--- src/rtl/booth_mac_acc_if.sv ---
// -----------------------------------------------------------------------------
// booth_mac_acc_if
// Beat/result handshake bundle for the Booth multiply-accumulate stage.
//   in_valid / in_ready / in_prod / in_last    : product beats from Booth_mul
//   out_valid / out_ready / out_acc / out_cnt / out_ovf : block result
// Modports:
//   master : the environment (drives beats, accepts results)
//   slave  : the accumulate stage
// -----------------------------------------------------------------------------
interface booth_mac_acc_if #(
  parameter int LENGTH    = 32,
  parameter int ACC_WIDTH = 72,
  parameter int MAX_BEATS = 16
) ();
  localparam int CNT_W = $clog2(MAX_BEATS + 1);

  logic                  in_valid;
  logic                  in_ready;
  logic [2*LENGTH-1:0]   in_prod;
  logic                  in_last;
  logic                  out_valid;
  logic                  out_ready;
  logic [ACC_WIDTH-1:0]  out_acc;
  logic [CNT_W-1:0]      out_cnt;
  logic                  out_ovf;

  modport master (
    output in_valid, in_prod, in_last, out_ready,
    input  in_ready, out_valid, out_acc, out_cnt, out_ovf
  );

  modport slave (
    input  in_valid, in_prod, in_last, out_ready,
    output in_ready, out_valid, out_acc, out_cnt, out_ovf
  );
endinterface

--- src/rtl/booth_mac_acc.sv ---
// -----------------------------------------------------------------------------
// booth_mac_acc
// Sequential accumulate stage behind the combinational Booth_mul array. Each
// accepted product is first captured in a pipe register (breaking the long
// multiplier-to-adder path), then added into a wide accumulator. A block ends
// on in_last or when MAX_BEATS beats have been accepted; the block total is
// then offered on the out_* handshake and held until taken.
//
// Ports:
//   clk  : single clock, rising edge
//   rst  : asynchronous, active-high reset
//   bus  : booth_mac_acc_if.slave (beat input and result output handshakes)
//
// Build option:
//   BOOTH_ACC_SAT_EN : when defined the accumulator clamps on overflow
//                      (all-ones unsigned, max-pos/min-neg signed) instead of
//                      wrapping; out_ovf reports the event either way.
// -----------------------------------------------------------------------------
module booth_mac_acc #(
  parameter int LENGTH        = 32,
  parameter int ACC_WIDTH     = 72,
  parameter int MAX_BEATS     = 16,
  parameter bit UNSIGNED_MODE = 1'b1
) (
  input logic            clk,
  input logic            rst,
  booth_mac_acc_if.slave bus
);
  localparam int PW    = 2 * LENGTH;
  localparam int CNT_W = $clog2(MAX_BEATS + 1);
  localparam int MSB   = ACC_WIDTH - 1;

  typedef enum logic [1:0] {IDLE, ACC, DRAIN, HOLD} state_t;

  state_t               state;
  logic [PW-1:0]        p_r;
  logic                 p_v;
  logic                 p_last;
  logic [ACC_WIDTH-1:0] acc;
  logic [CNT_W-1:0]     cnt;
  logic                 ovf;

  logic                 accept;
  logic [CNT_W:0]       cnt_accept;
  logic                 beat_last;
  logic [ACC_WIDTH-1:0] p_ext;
  logic [ACC_WIDTH:0]   sum_full;
  logic                 add_ovf;
  logic [ACC_WIDTH-1:0] acc_nxt;
  logic [CNT_W-1:0]     cnt_nxt;

  assign bus.in_ready = (state == IDLE) || (state == ACC);
  assign accept       = bus.in_valid && bus.in_ready;

  // Beats accepted so far in this block, counting the one arriving now and
  // the one still waiting in the pipe register (cnt lags accept by a cycle).
  assign cnt_accept = {1'b0, cnt} + (CNT_W+1)'(p_v) + (CNT_W+1)'(1);
  assign beat_last  = bus.in_last || (cnt_accept == (CNT_W+1)'(MAX_BEATS));
  assign cnt_nxt    = cnt + CNT_W'(1);

  // NOTE: every variable written here gets a default first, so no latch is inferred.
  always_comb begin
    if (UNSIGNED_MODE) p_ext = ACC_WIDTH'(p_r);
    else               p_ext = ACC_WIDTH'($signed(p_r));

    sum_full = {1'b0, acc} + {1'b0, p_ext};

    if (UNSIGNED_MODE) add_ovf = sum_full[ACC_WIDTH];
    else               add_ovf = (acc[MSB] == p_ext[MSB]) && (sum_full[MSB] != acc[MSB]);

    acc_nxt = sum_full[ACC_WIDTH-1:0];
`ifdef BOOTH_ACC_SAT_EN
    if (add_ovf) begin
      if (UNSIGNED_MODE)  acc_nxt = '1;
      // Signed overflow only happens when both operands share a sign, so the
      // accumulator's sign picks the rail.
      else if (acc[MSB])  acc_nxt = {1'b1, {(ACC_WIDTH-1){1'b0}}};
      else                acc_nxt = {1'b0, {(ACC_WIDTH-1){1'b1}}};
    end
`endif
  end

  // NOTE: sequential state uses non-blocking assignments so every register samples pre-edge values.
  always_ff @(posedge clk or posedge rst) begin
    if (rst) begin
      state         <= IDLE;
      p_r           <= '0;
      p_v           <= 1'b0;
      p_last        <= 1'b0;
      acc           <= '0;
      cnt           <= '0;
      ovf           <= 1'b0;
      bus.out_valid <= 1'b0;
      bus.out_acc   <= '0;
      bus.out_cnt   <= '0;
      bus.out_ovf   <= 1'b0;
    end else begin
      p_v <= accept;
      if (accept) begin
        p_r    <= bus.in_prod;
        p_last <= beat_last;
      end

      // A pipe bubble (p_v=0) leaves the running sum untouched.
      if (p_v) begin
        acc <= acc_nxt;
        cnt <= cnt_nxt;
        ovf <= ovf | add_ovf;
      end

      case (state)
        IDLE, ACC: begin
          if (accept) state <= beat_last ? DRAIN : ACC;
        end
        DRAIN: begin
          // The closing beat sits in the pipe now; publish the total
          // including it rather than waiting another cycle for acc.
          if (p_v && p_last) begin
            state         <= HOLD;
            bus.out_valid <= 1'b1;
            bus.out_acc   <= acc_nxt;
            bus.out_cnt   <= cnt_nxt;
            bus.out_ovf   <= ovf | add_ovf;
          end
        end
        HOLD: begin
          if (bus.out_ready) begin
            state         <= IDLE;
            bus.out_valid <= 1'b0;
            acc           <= '0;
            cnt           <= '0;
            ovf           <= 1'b0;
          end
        end
        default: state <= IDLE;
      endcase
    end
  end
endmodule

--- src/flat_wrapper.sv ---
// flat-port wrapper written by rule: the top's interface ports become plain ports
module booth_mac_acc_flat 
#(
  parameter int LENGTH        = 32,
  parameter int ACC_WIDTH     = 72,
  parameter int MAX_BEATS     = 16,
  parameter bit UNSIGNED_MODE = 1'b1
)
  (clk, rst, bus_in_valid, bus_in_prod, bus_in_last, bus_out_ready, bus_in_ready, bus_out_valid, bus_out_acc, bus_out_cnt, bus_out_ovf);
  booth_mac_acc_if #(.LENGTH(LENGTH), .ACC_WIDTH(ACC_WIDTH), .MAX_BEATS(MAX_BEATS)) bus_i ();
  input logic clk;
  input logic rst;
  input wire logic [$bits(bus_i.in_valid)-1:0] bus_in_valid;
  input wire logic [$bits(bus_i.in_prod)-1:0] bus_in_prod;
  input wire logic [$bits(bus_i.in_last)-1:0] bus_in_last;
  input wire logic [$bits(bus_i.out_ready)-1:0] bus_out_ready;
  output wire logic [$bits(bus_i.in_ready)-1:0] bus_in_ready;
  output wire logic [$bits(bus_i.out_valid)-1:0] bus_out_valid;
  output wire logic [$bits(bus_i.out_acc)-1:0] bus_out_acc;
  output wire logic [$bits(bus_i.out_cnt)-1:0] bus_out_cnt;
  output wire logic [$bits(bus_i.out_ovf)-1:0] bus_out_ovf;
  assign bus_i.in_valid = bus_in_valid;
  assign bus_i.in_prod = bus_in_prod;
  assign bus_i.in_last = bus_in_last;
  assign bus_i.out_ready = bus_out_ready;
  assign bus_in_ready = bus_i.in_ready;
  assign bus_out_valid = bus_i.out_valid;
  assign bus_out_acc = bus_i.out_acc;
  assign bus_out_cnt = bus_i.out_cnt;
  assign bus_out_ovf = bus_i.out_ovf;
  booth_mac_acc #(.LENGTH(LENGTH), .ACC_WIDTH(ACC_WIDTH), .MAX_BEATS(MAX_BEATS), .UNSIGNED_MODE(UNSIGNED_MODE)) u_core (.clk(clk), .rst(rst), .bus(bus_i));
endmodule
--- config.mk ---
export PLATFORM = sky130hd
export DESIGN_NAME = booth_mac_acc_flat
export DESIGN_NICKNAME = d
export VERILOG_FILES = /design/src/rtl/booth_mac_acc_if.sv /design/src/rtl/booth_mac_acc.sv /design/src/flat_wrapper.sv
export SDC_FILE = /design/constraint.sdc
export NUM_CORES = 1
export LEC_CHECK = 0
export CAP_MARGIN = 15
export CORE_MARGIN = 2
export CORE_UTILIZATION = 25
export DETAILED_ROUTE_END_ITERATION = 7
export GPL_TIMING_DRIVEN = 0
export SETUP_SLACK_MARGIN = 0.4
export SLEW_MARGIN = 20
export SYNTH_ARGS = -nofsm -noshare
export SYNTH_HDL_FRONTEND = slang
export SYNTH_SLANG_ARGS = --single-unit
--- constraint.sdc ---
create_clock -name clk -period 8.2 [get_ports clk]
set_input_delay 0.82 -clock clk [delete_from_list [all_inputs] [get_ports clk]]
set_output_delay 0.82 -clock clk [all_outputs]
set_load 0.01 [all_outputs]
==> metrics.md, run 1 <==
| Metric | Value |
|---|---|
| Status | complete, no violations |
| First-pass GRT wire length | 63100 µm |
| Via/cell ratio | 4.77 |
| Hold Buf Count CTS | 0 |
| Layout cells sized above 1 | 8.40% |
| Synthesized Nets | 1489 |
| DR vias | 10598 |
| Largest net degree at the start of global routing | 91 |
| Top Usage Layer GRT | met2 |
| Filler cell count | 5134 |
| Sequential area share after synthesis | 44.4% |
| Grt total ovfl | 0 |
| Crit end category | flip-flop |
| Critical Path AT | 4770 ps |
| Crit-path max FO | 10 |
| Synthesized flop and latch total | 225 |
| Final HPWL DP | 31300 µm |
| Post-synth EDFFs | 0 |
| Later-pin clock latency in the skew report | 550 ps |
| Total track usage | 15.4% |
| Number of max-cap violations | 0 |
| Inserted Clock Buffers | 25 |
| WS Path Type | flip-flop to flip-flop |
| Setup TNS | 0 ps |
| Final worst setup slack | 3870 ps |
| Rows | 82 |
| Tmin final | 4330 ps |
| Met1 Use GR | 20.4% |
| Layout Nets | 1666 |
| Initial antenna violation count | 2 |
| Synth Flop Type | dfrtp_1 |
| Area growth syn-to-layout | 25.6% |
| Mean Syn Cell Area | 9.39 µm² |
| Final ANT Viol Nets | 0 |
| Hold Crit Start | u_core.bus.out_acc[43] |
| Met2 usage | 24.9% |
| Core area | 50200 µm² |
| Final wirelength | 41000 µm |
| Critical Path RT | 8640 ps |
| YS warnings | 0 |
| Critical Path Source | u_core.p_v |
| DRC violations left | 0 |
| # diodes | 0 |
| I/O Pins | 149 |
| Worst-path clk slew | 60 ps |
| Most frequent cells in the layout | dfrtp_1 (225), nand2_1 (186), clkdlybuf4s50_1 (148), o21ai_0 (115), a21oi_1 (104) |
| Post-CTS setup buffer count | 0 |
| Final-report setup violation count | 0 |
| Asr flop ratio synth | 100% |
| Post-CTS Resized | 0 |
| RR Startpoint | u_core.p_v |
| Peak supply drop | 0.151 mV |
| Pwr dens | 473 nW/µm² |
| CTS tree | done |
| CTS HTree Levels | 1 |
| Maximum clock path buffer count | 3 |
| Tcrit/Tclk final | 52.8% |
| Synth unique cells | 61 |
| Slew Limit Headroom | 34.7% |
| Number of DRC markers in iteration 0 | 680 |
| RSZ-0062 raised after global routing | false |
| Synth Instances | 1352 |
| Drt wl/cell | 18.5 µm |
| DIE HEIGHT | 229 µm |
| Final Hold Viols | 0 |
| Max-slew violation count | 0 |
| Post-Syn Area | 12700 µm² |
| Die Area | 52600 µm² |
| Clock Tree Root | clkbuf_16 |
| Chip width | 229 µm |
| Post-Route Utilization | 31.8% |
| Clock Skew | 28.4 ps |
| LEAKAGE | 6.83 nW |
| Max Freq | 0.231 GHz |
| Sink Count | 225 |
| Commonest non-fill, non-tap cell in the layout | dfrtp_1 |
| Port buffer count | 148 |
| Least-Margin Pin Slew | 973 ps |
| Critical Path Start Type | flip-flop |
| Post-Place Worst Slack | 3860 ps |
| Routability cong. | 0.867 |
| Initial Util | 25.3% |
| Worst hold path type | flip-flop to flip-flop |
| Pre-antenna DRT Iters | 5 |
| Grt met3 use | 3.83% |
| Vias in the first global route | 10689 |
cell type report:
cell class | count | area [µm²] | area share [%]
Clock buffer | 36 | 747 | 4.69
Clock inverter | 10 | 108 | 0.675
Multi-Input combinational cell | 1034 | 6710 | 42.1
Tap cell | 672 | 841 | 5.28
Inverter | 21 | 86.3 | 0.542
Sequential cell | 225 | 5630 | 35.3
Buffer | 72 | 278 | 1.74
Timing Repair Buffer | 150 | 1540 | 9.64
worst max-delay path, stage by stage (launching register included):
cell and delay, ps:
dfrtp_1 360, clkbuf_1 200, inv_1 190, clkbuf_1 410, buf_1 780, clkbuf_1 760, ha_1 320, inv_1 50
ha_1 210, o211ai_1 190, nand2_1 70, o21ai_0 70, a41o_1 230, nor3b_1 80, a211o_1 280
logic make-up after synthesis:
logic type / Yosys count / share of synthesized area (%)
AOI/OAI and AO/OA: 381 / 18.5
DFF: 225 / 44.4
muxes: 79 / 6.86
buffers and inverters: 93 / 2.81
and+or+nand+nor: 428 / 15.3
adders and majority gates: 68 / 6.76
xor gates and xnor gates: 78 / 5.38
layer usage:
metal	up-vias	part of all wire, %
met4	4	2.5
met5	-	0.054
met1	5171	46
met2	236	45
li1	5135	-
met3	52	6.3
cell usage after synthesis (3+ instances only):
cell,n,area share (%)
o22ai_1,8,0.39
o31ai_1,8,0.47
nor3_1,19,0.75
o21bai_1,17,1.0
ha_1,67,6.6
and3_1,13,0.64
nor2b_1,15,0.74
o21ai_1,8,0.32
a31oi_1,6,0.30
nand2_1,186,5.5
or3_1,8,0.39
buf_2,6,0.24
a221o_1,3,0.24
a211oi_1,11,0.65
nor2_1,97,2.9
nand3_1,25,0.99
mux2i_1,15,1.2
or2_2,5,0.25
a21oi_1,104,4.1
xnor2_1,45,3.1
dfrtp_1,225,44
a21boi_1,3,0.18
nor4_1,4,0.20
a21o_1,32,1.9
mux2_2,64,5.7
and2_1,15,0.74
o21a_1,36,2.1
xor2_1,33,2.3
nand2b_1,8,0.39
or4_1,3,0.18
o211ai_1,5,0.30
nand4_1,22,1.1
o21ai_0,115,4.5
inv_1,21,0.62
clkbuf_1,59,1.7
buf_1,7,0.21
a211oi_2,3,0.30
state kept, by name, summed over array words and instances (netlist names), 2 cells and up:
register,cells
u_core.bus.out_cnt,5
u_core.acc,72
u_core.state,2
u_core.bus.out_acc,72
u_core.cnt,5
u_core.p_r,64
through the flow:
step           cells  hold WS (ps)  cell area, µm²  power [mW]
2_1_floorplan   1352           449           12700        4.89
3_3_place_gp    2172           464           15000        6.30
3_5_place_dp    2174           466           15100        6.37
4_1_cts         2220           482           15900        7.59
5_1_grt         2220           509           15900        8.17
6_report        2220           475           15900        7.54
where the power goes:
group / switching (mW) / internal (mW) / total (mW)
clock network: 0.476 / 0.695 / 1.17
registers: 0.347 / 1.61 / 1.96
logic: 2.61 / 1.79 / 4.41
final timing paths:
check | end | slack (ps) | depth (start not counted)
max in group asynchronous | u_core.acc[59] | 6670 | 3
hold / removal | u_core.bus.out_acc[43] | 480 | 2
setup reg to reg | u_core.state[0] | 3870 | 14
hold reg to reg | u_core.bus.out_acc[43] | 480 | 2
min in group asynchronous | u_core.p_r[22] | 690 | 2
setup / recovery | u_core.state[0] | 3870 | 14
No activity file was read; power rests on OpenSTA's default activity.
==> inputs of run 2 (changes only) <==
==> constraint.sdc (replaced) <==
create_clock -name clk -period 3.6 [get_ports clk]
set_input_delay 0.36 -clock clk [delete_from_list [all_inputs] [get_ports clk]]
set_output_delay 0.36 -clock clk [all_outputs]
set_load 0.01 [all_outputs]
==> run 2 against run 1 <==
Net effect: combinational power rose to 2.8 times the previous value; sequential power rose by 130%; setup slack got worse by 3700 ps; critical path depth fell by 2; worst hold slack got worse by 230 ps; flip-flop and latch count did not move; via count rose by 3.8%; highest routed layer unchanged; global-route usage rose by 0.52 points; wire length rose by 5.2%; design area rose by 10%; total power rose to 2.7 times the previous value; critical path type unchanged.
==> metrics.md, run 2 (synthesis gave the netlist of run 1 again) <==
| Metric | Value |
|---|---|
| Largest regs | u_core.acc (72), u_core.bus.out_acc (72), u_core.p_r (64) |
| Least-Margin Pin Slew | 1070 ps (+94.3 ps) |
| Final ANT Viol Nets | 0 (unchanged) |
| Area growth syn-to-layout | 38.5% |
| Layout cells sized above 1 | 19.1% (+11 points) |
| Die Area | 52600 µm² (unchanged) |
| Layout Nets | 1727 (+3.7%) |
| Tcrit/Tclk final | 96.5% (+44 points) |
| Placed cell area | 15200 µm² (+0.59%) |
| CP max stage delay | 470 ps (-310 ps) |
| Core area | 50200 µm² (unchanged) |
| LEAKAGE | 7.37 nW (+7.9%) |
| Pre-antenna DRT Iters | 5 (unchanged) |
| Reg2Reg Setup Slack | 130 ps (-3740 ps) |
| Commonest non-fill, non-tap cell in the layout | dfrtp_1 |
| Largest net degree at the start of global routing | 35 (-62%) |
| Sink Count | 225 (unchanged) |
| Chip width | 229 µm (unchanged) |
| Final wirelength | 43100 µm (+5.2%) |
| Tmin final | 3470 ps (-856 ps) |
| Critical Path AT | 3870 ps (-900 ps) |
| Grt total ovfl | 0 (unchanged) |
| Worst hold path type | primary input to async pin |
| Crit-path cells | ha_1, clkbuf_8, nand4_1, or4_4, or4_4, a211oi_4, nor3_4, o21ai_4, o211ai_4, a211oi_2, xnor2_1, nor2_1 |
| Inserted Clock Buffers | 27 (+8.0%) |
| # diodes | 0 (unchanged) |
| Switching power | 8.89 mW (+160%) |
| First-pass GRT wire length | 65600 µm (+3.9%) |
| Total track usage | 15.9% (+0.52 points) |
| RSZ-0062 raised after global routing | true |
| Rows | 82 (unchanged) |
| DR vias | 11001 (+3.8%) |
| Top Usage Layer GRT | met2 |
| Number of DRC markers in iteration 0 | 726 (+6.8%) |
| Clock Tree Root | clkbuf_16 |
| Crit-path max FO | 8 (-2) |
| Crit end category | flip-flop |
| Crit path depth | 12 (-2) |
| Clock Skew | 6.97 ps (-21.4 ps) |
| Power share of the combinational group | 61.8% (+3.3 points) |
| Final Hold Viols | 0 (unchanged) |
| Initial antenna violation count | 2 (unchanged) |
| Port buffer count | 148 (unchanged) |
| Max-slew violation count | 0 (unchanged) |
| Pwr dens | 1150 nW/µm² (+140%) |
| Via/cell ratio | 4.82 (+0.98%) |
| Top delay family on crit path | simple AND/OR/NAND/NOR gates |
| Most frequent cells in the layout | dfrtp_1 (224), nand2_1 (186), clkdlybuf4s50_1 (148), nor2_1 (96), o21ai_0 (91) |
| Int Pwr | 11.4 mW (+180%) |
| Vias in the first global route | 11130 (+4.1%) |
| DRC violations left | 0 (unchanged) |
| Hold Buf Count CTS | 0 (unchanged) |
| Routability cong. | 0.876 (+1.0%) |
| RR Startpoint | u_core.p_r[35] |
| Critical Path Start Type | flip-flop |
| Worst R2R End | u_core.acc[71] |
| DIE HEIGHT | 229 µm (unchanged) |
| Status | complete, no violations |
| Setup TNS | 0 ps (unchanged) |
| I/O Pins | 149 (unchanged) |
| Register Area | 5630 µm² (about the same) |
| Number of buffer and inverter stages on the critical path | 1 (-5) |
| Slowest-stage cell, CP | or4_4 |
| Maximum clock path buffer count | 3 (unchanged) |
| Final-report setup violation count | 0 (unchanged) |
| Slew Limit Headroom | 28.3% (-6.3 points) |
| Part of the power in registers | 22.6% (-3.4 points) |
| Grt met3 use | 4.41% (+0.57 points) |
| Most common cell on crit path | or4_4 |
| Final HPWL DP | 31800 µm (+1.5%) |
| Peak supply drop | 0.435 mV (+190%) |
| Sw Share | 43.8% (-1.7 points) |
| Multi-input logic area | 7570 µm² (+13%) |
| Worst-path clk slew | 60 ps (about the same) |
| Met2 usage | 25.5% (+0.61 points) |
| CTS tree | done |
| Met1 Use GR | 20.7% (+0.31 points) |
| Drt wl/cell | 18.9 µm (+2.3%) |
| Initial Util | 25.3% (unchanged) |
| CTS HTree Levels | 1 (unchanged) |
| Later-pin clock latency in the skew report | 550 ps (about the same) |
| WS Path Type | flip-flop to flip-flop |
| Critical Path RT | 4000 ps (-4640 ps) |
| Clock network fraction of total power | 15.6% (about the same) |
| Final instance area | 17600 µm² (+10%) |
| Max Freq | 0.288 GHz (+25%) |
| Number of max-cap violations | 0 (unchanged) |
| R2R cell count | 12 (-2) |
| Filler cell count | 5037 (-1.9%) |
| Critical Path Source | u_core.p_r[35] |
==> run 2: layout make-up <==
cell class / instances / area share (%)
multi-input cells: 1034 / 43.1
flip-flops and latches: 225 / 32.0
repair buffers: 209 / 11.7
well taps: 672 / 4.78
clock buffers: 36 / 4.26
plain buffers: 72 / 2.11
clock inverters: 13 / 1.53
inverters: 21 / 0.470
==> run 2: metrics by stage <==
stage	power [mW]	utilization, %	hold slack [ps]	cells	worst slack (ps)
final	20.3	35.0	249	2282	127
after global routing	21.7	35.0	285	2282	51.9
after CTS	19.3	33.9	248	2262	127
after detailed placement	14.5	30.2	472	2179	-658
after global placement	14.3	29.9	464	2172	-1520
after floorplan	11.1	-	449	1352	302
==> run 2: worst max path at each step <==
stage	to	slack, ps
floorplan	u_core.acc[0]	300
global placement	u_core.bus.out_acc[57]	-1520
detailed placement	u_core.state[0]	-660
CTS	u_core.bus.out_acc[63]	130
global route	u_core.bus.out_acc[65]	50
finish	u_core.acc[71]	130
==> run 2: power by group through the flow <==
stage	combinational, mW	clock, mW	sequential [mW]
finish	12.5	3.16	4.58
global route	13.7	3.34	4.72
CTS	11.6	3.23	4.53
detailed placement	10.0	0	4.52
global placement	9.87	0	4.47
floorplan	6.74	0	4.40
==> run 2: timing repair <==
action,4_1_cts,5_1_grt
pin swaps,41,52
resized for setup,123,90
endpoints found under the setup margin,98,76
buffers inserted,34,20
==> run 2: worst register-to-register path, delay by kind of cell, from the launching register on <==
kind / cells / cell delay [ps]
and+or+nand+nor: 5 / 1310
AOI/OAI and AO/OA: 4 / 1050
xor gates and xnor gates: 1 / 140
DFF: 1 / 410
adders and majority gates: 1 / 300
buffers and inverters: 1 / 120
==> run 2: metal layers <==
layer | vias to the layer above | wire [µm]
met1 | 5411 | 19200
met2 | 252 | 19800
met5 | - | 22
met4 | 4 | 1180
met3 | 69 | 2890
li1 | 5265 | -
==> inputs of run 3 (changes only) <==
--- a/config.mk
+++ b/config.mk
@@ -6,6 +6,7 @@
 export NUM_CORES = 1
 export LEC_CHECK = 0
 export CAP_MARGIN = 15
+export CORE_ASPECT_RATIO = 0.8
 export CORE_MARGIN = 2
 export CORE_UTILIZATION = 25
 export DETAILED_ROUTE_END_ITERATION = 7
==> run 3 against run 2 <==
Net effect: setup slack improved by 38 ps; cell count about the same; via count up 1.8%; worst hold slack got worse by 180 ps.
==> metrics.md, run 3 (synthesis gave the netlist of run 1 again) <==
| Metric | Value |
|---|---|
| Status | complete, no violations |
| Max-slew violation count | 0 (unchanged) |
| Vias in the first global route | 11441 (+2.8%) |
| Rows | 73 (-11%) |
| DIE HEIGHT | 206 µm (-10%) |
| Total track usage | 16.1% (+0.18 points) |
| Via/cell ratio | 4.90 (+1.7%) |
| Final-report setup violation count | 0 (unchanged) |
| Largest net degree at the start of global routing | 35 (unchanged) |
| Largest regs | u_core.acc (72), u_core.bus.out_acc (72), u_core.p_r (64) |
| Drt wl/cell | 18.8 µm (-0.64%) |
| DR vias | 11195 (+1.8%) |
| Worst-path clk slew | 60 ps (about the same) |
| Pre-antenna DRT Iters | 5 (unchanged) |
| Placed cell area | 15200 µm² (about the same) |
| Clock network fraction of total power | 14.4% (-1.2 points) |
| Least-Margin Pin Slew | 1040 ps (-24.7 ps) |
| Clock Skew | 27.6 ps (+20.7 ps) |
| R2R cell count | 13 (+1) |
| Int Pwr | 10.9 mW (-4.2%) |
| Crit-path max FO | 5 (-3) |
| Core area | 49900 µm² (-0.60%) |
| Number of DRC markers in iteration 0 | 659 (-9.2%) |
| Routability cong. | 0.900 (+2.7%) |
| Part of the power in registers | 23.0% (+0.4 points) |
| Later-pin clock latency in the skew report | 570 ps (+20 ps) |
| Most frequent cells in the layout | dfrtp_1 (223), nand2_1 (186), clkdlybuf4s50_1 (148), nor2_1 (96), o21ai_0 (90) |
| LEAKAGE | 7.31 nW (-0.77%) |
| Port buffer count | 148 (unchanged) |
| Crit end category | flip-flop |
| CTS tree | done |
| Final instance area | 17300 µm² (-1.4%) |
| Commonest non-fill, non-tap cell in the layout | dfrtp_1 |
| Pwr dens | 1140 nW/µm² (-1.1%) |
| Power share of the combinational group | 62.6% (+0.8 points) |
| Layout cells sized above 1 | 18.8% (-0.29 points) |
| Number of max-cap violations | 0 (unchanged) |
| Chip width | 256 µm (+12%) |
| Inserted Clock Buffers | 27 (unchanged) |
| CTS HTree Levels | 1 (unchanged) |
| Worst hold path type | primary input to async pin |
| Tcrit/Tclk final | 95.4% (-1.1 points) |
| Area growth syn-to-layout | 36.5% |
| Maximum clock path buffer count | 3 (unchanged) |
| Layout Nets | 1724 (-0.17%) |
| Final ANT Viol Nets | 0 (unchanged) |
| Switching power | 8.85 mW (-0.42%) |
| Peak supply drop | 0.380 mV (-13%) |
| # diodes | 0 (unchanged) |
| Clock Tree Root | clkbuf_16 |
| First-pass GRT wire length | 66300 µm (+1.1%) |
| Grt total ovfl | 0 (unchanged) |
| RSZ-0062 raised after global routing | true |
| Initial antenna violation count | 2 (unchanged) |
| DRC violations left | 0 (unchanged) |
| Tmin final | 3440 ps (-37.8 ps) |
| Hold Buf Count CTS | 0 (unchanged) |
| Initial Util | 25.4% (+0.15 points) |
| Sw Share | 44.8% (+0.95 points) |
| Cell total after placement | 2183 (+0.18%) |
| Final HPWL DP | 31900 µm (+0.40%) |
| Slew Limit Headroom | 30.0% (+1.7 points) |
| Critical Path RT | 4020 ps (+20 ps) |
| Critical Path AT | 3860 ps (about the same) |
| Final Hold Viols | 0 (unchanged) |
| WS Path Type | flip-flop to flip-flop |
| Critical Path Start Type | flip-flop |
| I/O Pins | 149 (unchanged) |
| Die Area | 52600 µm² (about the same) |
| Fin cells | 2283 (+0.044%) |
| Sink Count | 225 (unchanged) |
| Max Freq | 0.291 GHz (+1.1%) |
| Final wirelength | 42900 µm (-0.60%) |
==> run 3: per-stage QoR <==
stage	total power [mW]	setup WS [ps]	setup TNS [ps]	utilization (%)	hold WS (ps)
2_1_floorplan	11.1	302	0	-	449
3_3_place_gp	14.4	-1580	-364190	30.1	466
3_5_place_dp	14.6	-726	-15720	30.4	470
4_1_cts	18.7	170	0	33.5	48.9
5_1_grt	21.2	47.4	0	34.7	57.1
6_report	19.8	165	0	34.7	69.2
==> run 3: what timing repair did <==
action | 4_1_cts | 5_1_grt
setup endpoints to repair | 100 | 90
resized for setup | 100 | 106
pin swaps | 32 | 44
buffers inserted | 29 | 21
==> run 3: worst max-delay path, stage by stage (launching register included) <==
cell and delay, ps:
dfrtp_2 450, ha_4 280, clkbuf_8 110, nand4_1 180, or4_4 460, or4_4 460
a211oi_4 270, nor3_4 110, o21ai_4 280, o21a_1 210, a31oi_1 100, xor2_1 180
buf_4 150, o22ai_1 60
==> run 3: power by group through the flow <==
| stage | Sequential (mW) | Combinational [mW] | Clock (mW) |
|---|---|---|---|
| 2_1_floorplan | 4.40 | 6.74 | 0 |
| 3_3_place_gp | 4.48 | 9.90 | 0 |
| 3_5_place_dp | 4.53 | 10.0 | 0 |
| 4_1_cts | 4.52 | 11.3 | 2.92 |
| 5_1_grt | 4.69 | 13.5 | 3.00 |
| 6_report | 4.55 | 12.4 | 2.84 |
==> run 3: path summary, 6_finish.rpt <==
path                       slack (ps)                endpoint                    from
setup / recovery                  160          u_core.acc[63]          u_core.p_r[33]
hold / removal                     70          u_core.p_r[23]                     rst
setup reg to reg                  160          u_core.acc[63]          u_core.p_r[33]
hold reg to reg                   480  u_core.bus.out_acc[19]  u_core.bus.out_acc[19]
max in group asynchronous        2470          u_core.acc[60]                     rst
min in group clk                  400          u_core.p_r[15]         bus_in_prod[15]
==> run 3: routing by layer <==
metal  vias to the layer above  wire length [µm]  part of all wire [%]  global-route usage, %
met3                        66              3260                   7.6                   5.11
met2                       327             18600                    43                   25.0
met1                      5542             19900                    46                   21.7
li1                       5256                 -                     -                      -
met5                         -                26                 0.061                      0
met4                         4              1100                   2.6                   4.11
==> run 3: cell type report <==
cell class                 instances  area (µm²)
buffer                            72         373
clock buffer                      36         749
clock inverter                    14         170
fill                            5141       32500
inverter                          21        82.6
multi-input combinational       1034        7440
sequential                       225        5630
tap                              675         845
timing repair buffer             206        2030
==> patch: new RTL, flow settings as in run 3 <==
Encoding of `state_t`: now one-hot (4 bits for 4 states).
--- a/src/rtl/booth_mac_acc.sv
+++ b/src/rtl/booth_mac_acc.sv
@@ -31,5 +31,5 @@
   localparam int MSB   = ACC_WIDTH - 1;
 
-  typedef enum logic [1:0] {IDLE, ACC, DRAIN, HOLD} state_t;
+  typedef enum logic [3:0] {IDLE = 4'b0001, ACC = 4'b0010, DRAIN = 4'b0100, HOLD = 4'b1000} state_t;
 
   state_t               state;
Check against the original RTL: same outputs for any inputs over 4 cycles, from zero or initial values and one cycle with rst high; so few cycles prove little.
==> patch against run 3 <==
Final area is 3.3% higher; wire length is 0.54% lower; worst setup slack improved by 130 ps; worst hold slack improved by 200 ps; synthesized area up 4.1%; sequential cell count grew 2; count of clock-buffer cells in the layout stayed put.
Power is not shown: default switching activity piles up to over one toggle a cycle in this logic, so the estimate is an artifact.
==> patch: results (changes against run 3) <==
- Status: complete, no violations
- Detailed placer's ending HPWL: 32.3 mm (+1.2%)
- Met1 GRT Util: 21.7% (about the same)
- Highest fanout seen on the critical path: 4 (-1)
- Max-Cap Viols: 0 (unchanged)
- Slowest stage delay, CP: 420 ps (-40 ps)
- Final net count: 1896 (+10%)
- Wire length per cell: 17.2 um (-8.2%)
- Clock skew: 14.6 ps (-13.0 ps)
- Seq/Total Area, Yosys: 43.0% (-1.4 points)
- Grt met2 use: 23.9% (-1.1 points)
- Initial antenna violation count: 1 (-1)
- Iteration-0 DRC Markers: 714 (+8.3%)
- Layout fillers: 5382 (+4.7%)
- Synth top cells by count: nand2_1, dfrtp_1, nor2_1
- H-tree depth: 1 (unchanged)
- Post-Place Worst Slack: -297 ps (+429 ps)
- Routed wl met3: 2.76 mm (-15%)
- IO buf count: 148 (unchanged)
- Clock slew at reported path FFs: 60 ps (about the same)
- Ys async rst share: 100% (unchanged)
- Worst Hold Class: in -> async
- Gpl congestion: 0.879 (-2.3%)
- Family with the most delay on the worst path: compound AO/OA/AOI/OAI gates
- Clk Tree Root Cell: clkbuf_16
- CTS Buf Count: 28 (+3.7%)
- Largest net degree at the start of global routing: 35 (unchanged)
- Clock Latency Late Sink: around 560 ps
- CP max-delay cell: dfrtp_1
- First-pass GRT wire length: 66.5 mm (+0.32%)
- Synth Cell Area: 13200 um^2 (+4.1%)
- Yosys cell types: 89 (+46%)
- Fin cells: 2473 (+8.3%)
- Worst Tran Pin Value: 1320 ps (+275 ps)
- Synth Net Count: 1666 (+12%)
- Biggest regs: u_core.acc (72), u_core.bus.out_acc (72), u_core.p_r (64)
- CTS Buffer Depth: 3 (unchanged)
- Synth Flop Type: dfrtp_1
- Drt pass-1 iters: 4 (-1)
- Met2 Wirelength: 18.9 mm (+1.7%)
- Met3 usage: 3.55% (-1.6 points)
- Placed cell count: 2377 (+8.9%)
- Post-synthesis cell count: 1529 (+13%)
- Share of cells above drive strength 1: 14.1% (-4.7 points)
- Wl on met1: 20.0 mm (+0.73%)
- CP arrival: 3710 ps (-150 ps)
- Area after DPL: 15700 um^2 (+3.5%)
- Vias/cell: 4.70 (-4.1%)
- Synth top area cells: dfrtp_1, nand2_1, ha_1
- Vias in the first global route: 11600 (+1.7%)
- DR top layer: met4
- Total track usage: 15.4% (-0.65 points)
-- patch: cell types whose count changed in the layout (fill, tap and decap cells not counted), sizes merged, moves of 12 or more --
cell	delta
mux2i	+36
nor2	+12
o21a	-29
mux2	-63
a21oi	-15
o21ai	-32
nand2	+263
-- patch: cell families after synthesis --
group           after synthesis  synth area share [%]
compound gates              312                  15.9
mux                          52                  3.95
fa+ha+maj                    68                  6.50
simple gates                682                  21.6
flops                       227                  43.0
buf+inv                     109                  3.83
xor+xnor                     79                  5.24
-- patch: final cells by class --
| cell class | count | share of cell area [%] |
|---|---|---|
| Antenna cell | 1 | 0.0140 |
| Buffer | 85 | 2.40 |
| Clock buffer | 36 | 4.54 |
| Clock inverter | 14 | 0.923 |
| Inverter | 24 | 0.525 |
| Multi-Input combinational cell | 1193 | 43.6 |
| Sequential cell | 227 | 31.8 |
| Tap cell | 693 | 4.85 |
| Timing Repair Buffer | 200 | 11.4 |
-- patch: through the flow --
stage,utilization (%),hold WS [ps]
CTS,33.2,265
finish,34.2,269
detailed placement,30.0,465
floorplan,-,450
global placement,29.7,463
global route,34.2,312
-- patch: final timing paths --
kind | start | depth (start not counted) | slack, ps | endpoint
worst max-delay path | u_core.p_r[0] | 12 | 300 | u_core.acc[56]
worst min-delay path | rst | 2 | 270 | u_core.bus.out_acc[5]
worst max register to register | u_core.p_r[0] | 12 | 300 | u_core.acc[56]
worst min register to register | u_core.bus.out_acc[48] | 2 | 470 | u_core.bus.out_acc[48]
max in group asynchronous | rst | 5 | 2250 | u_core.acc[39]
min in group clk | bus_in_prod[17] | 3 | 320 | u_core.p_r[17]
-- patch: timing repair --
action	in CTS	in global routing
pin swaps	43	57
setup endpoints to repair	71	113
setup buffers	32	13
resized for setup	74	92
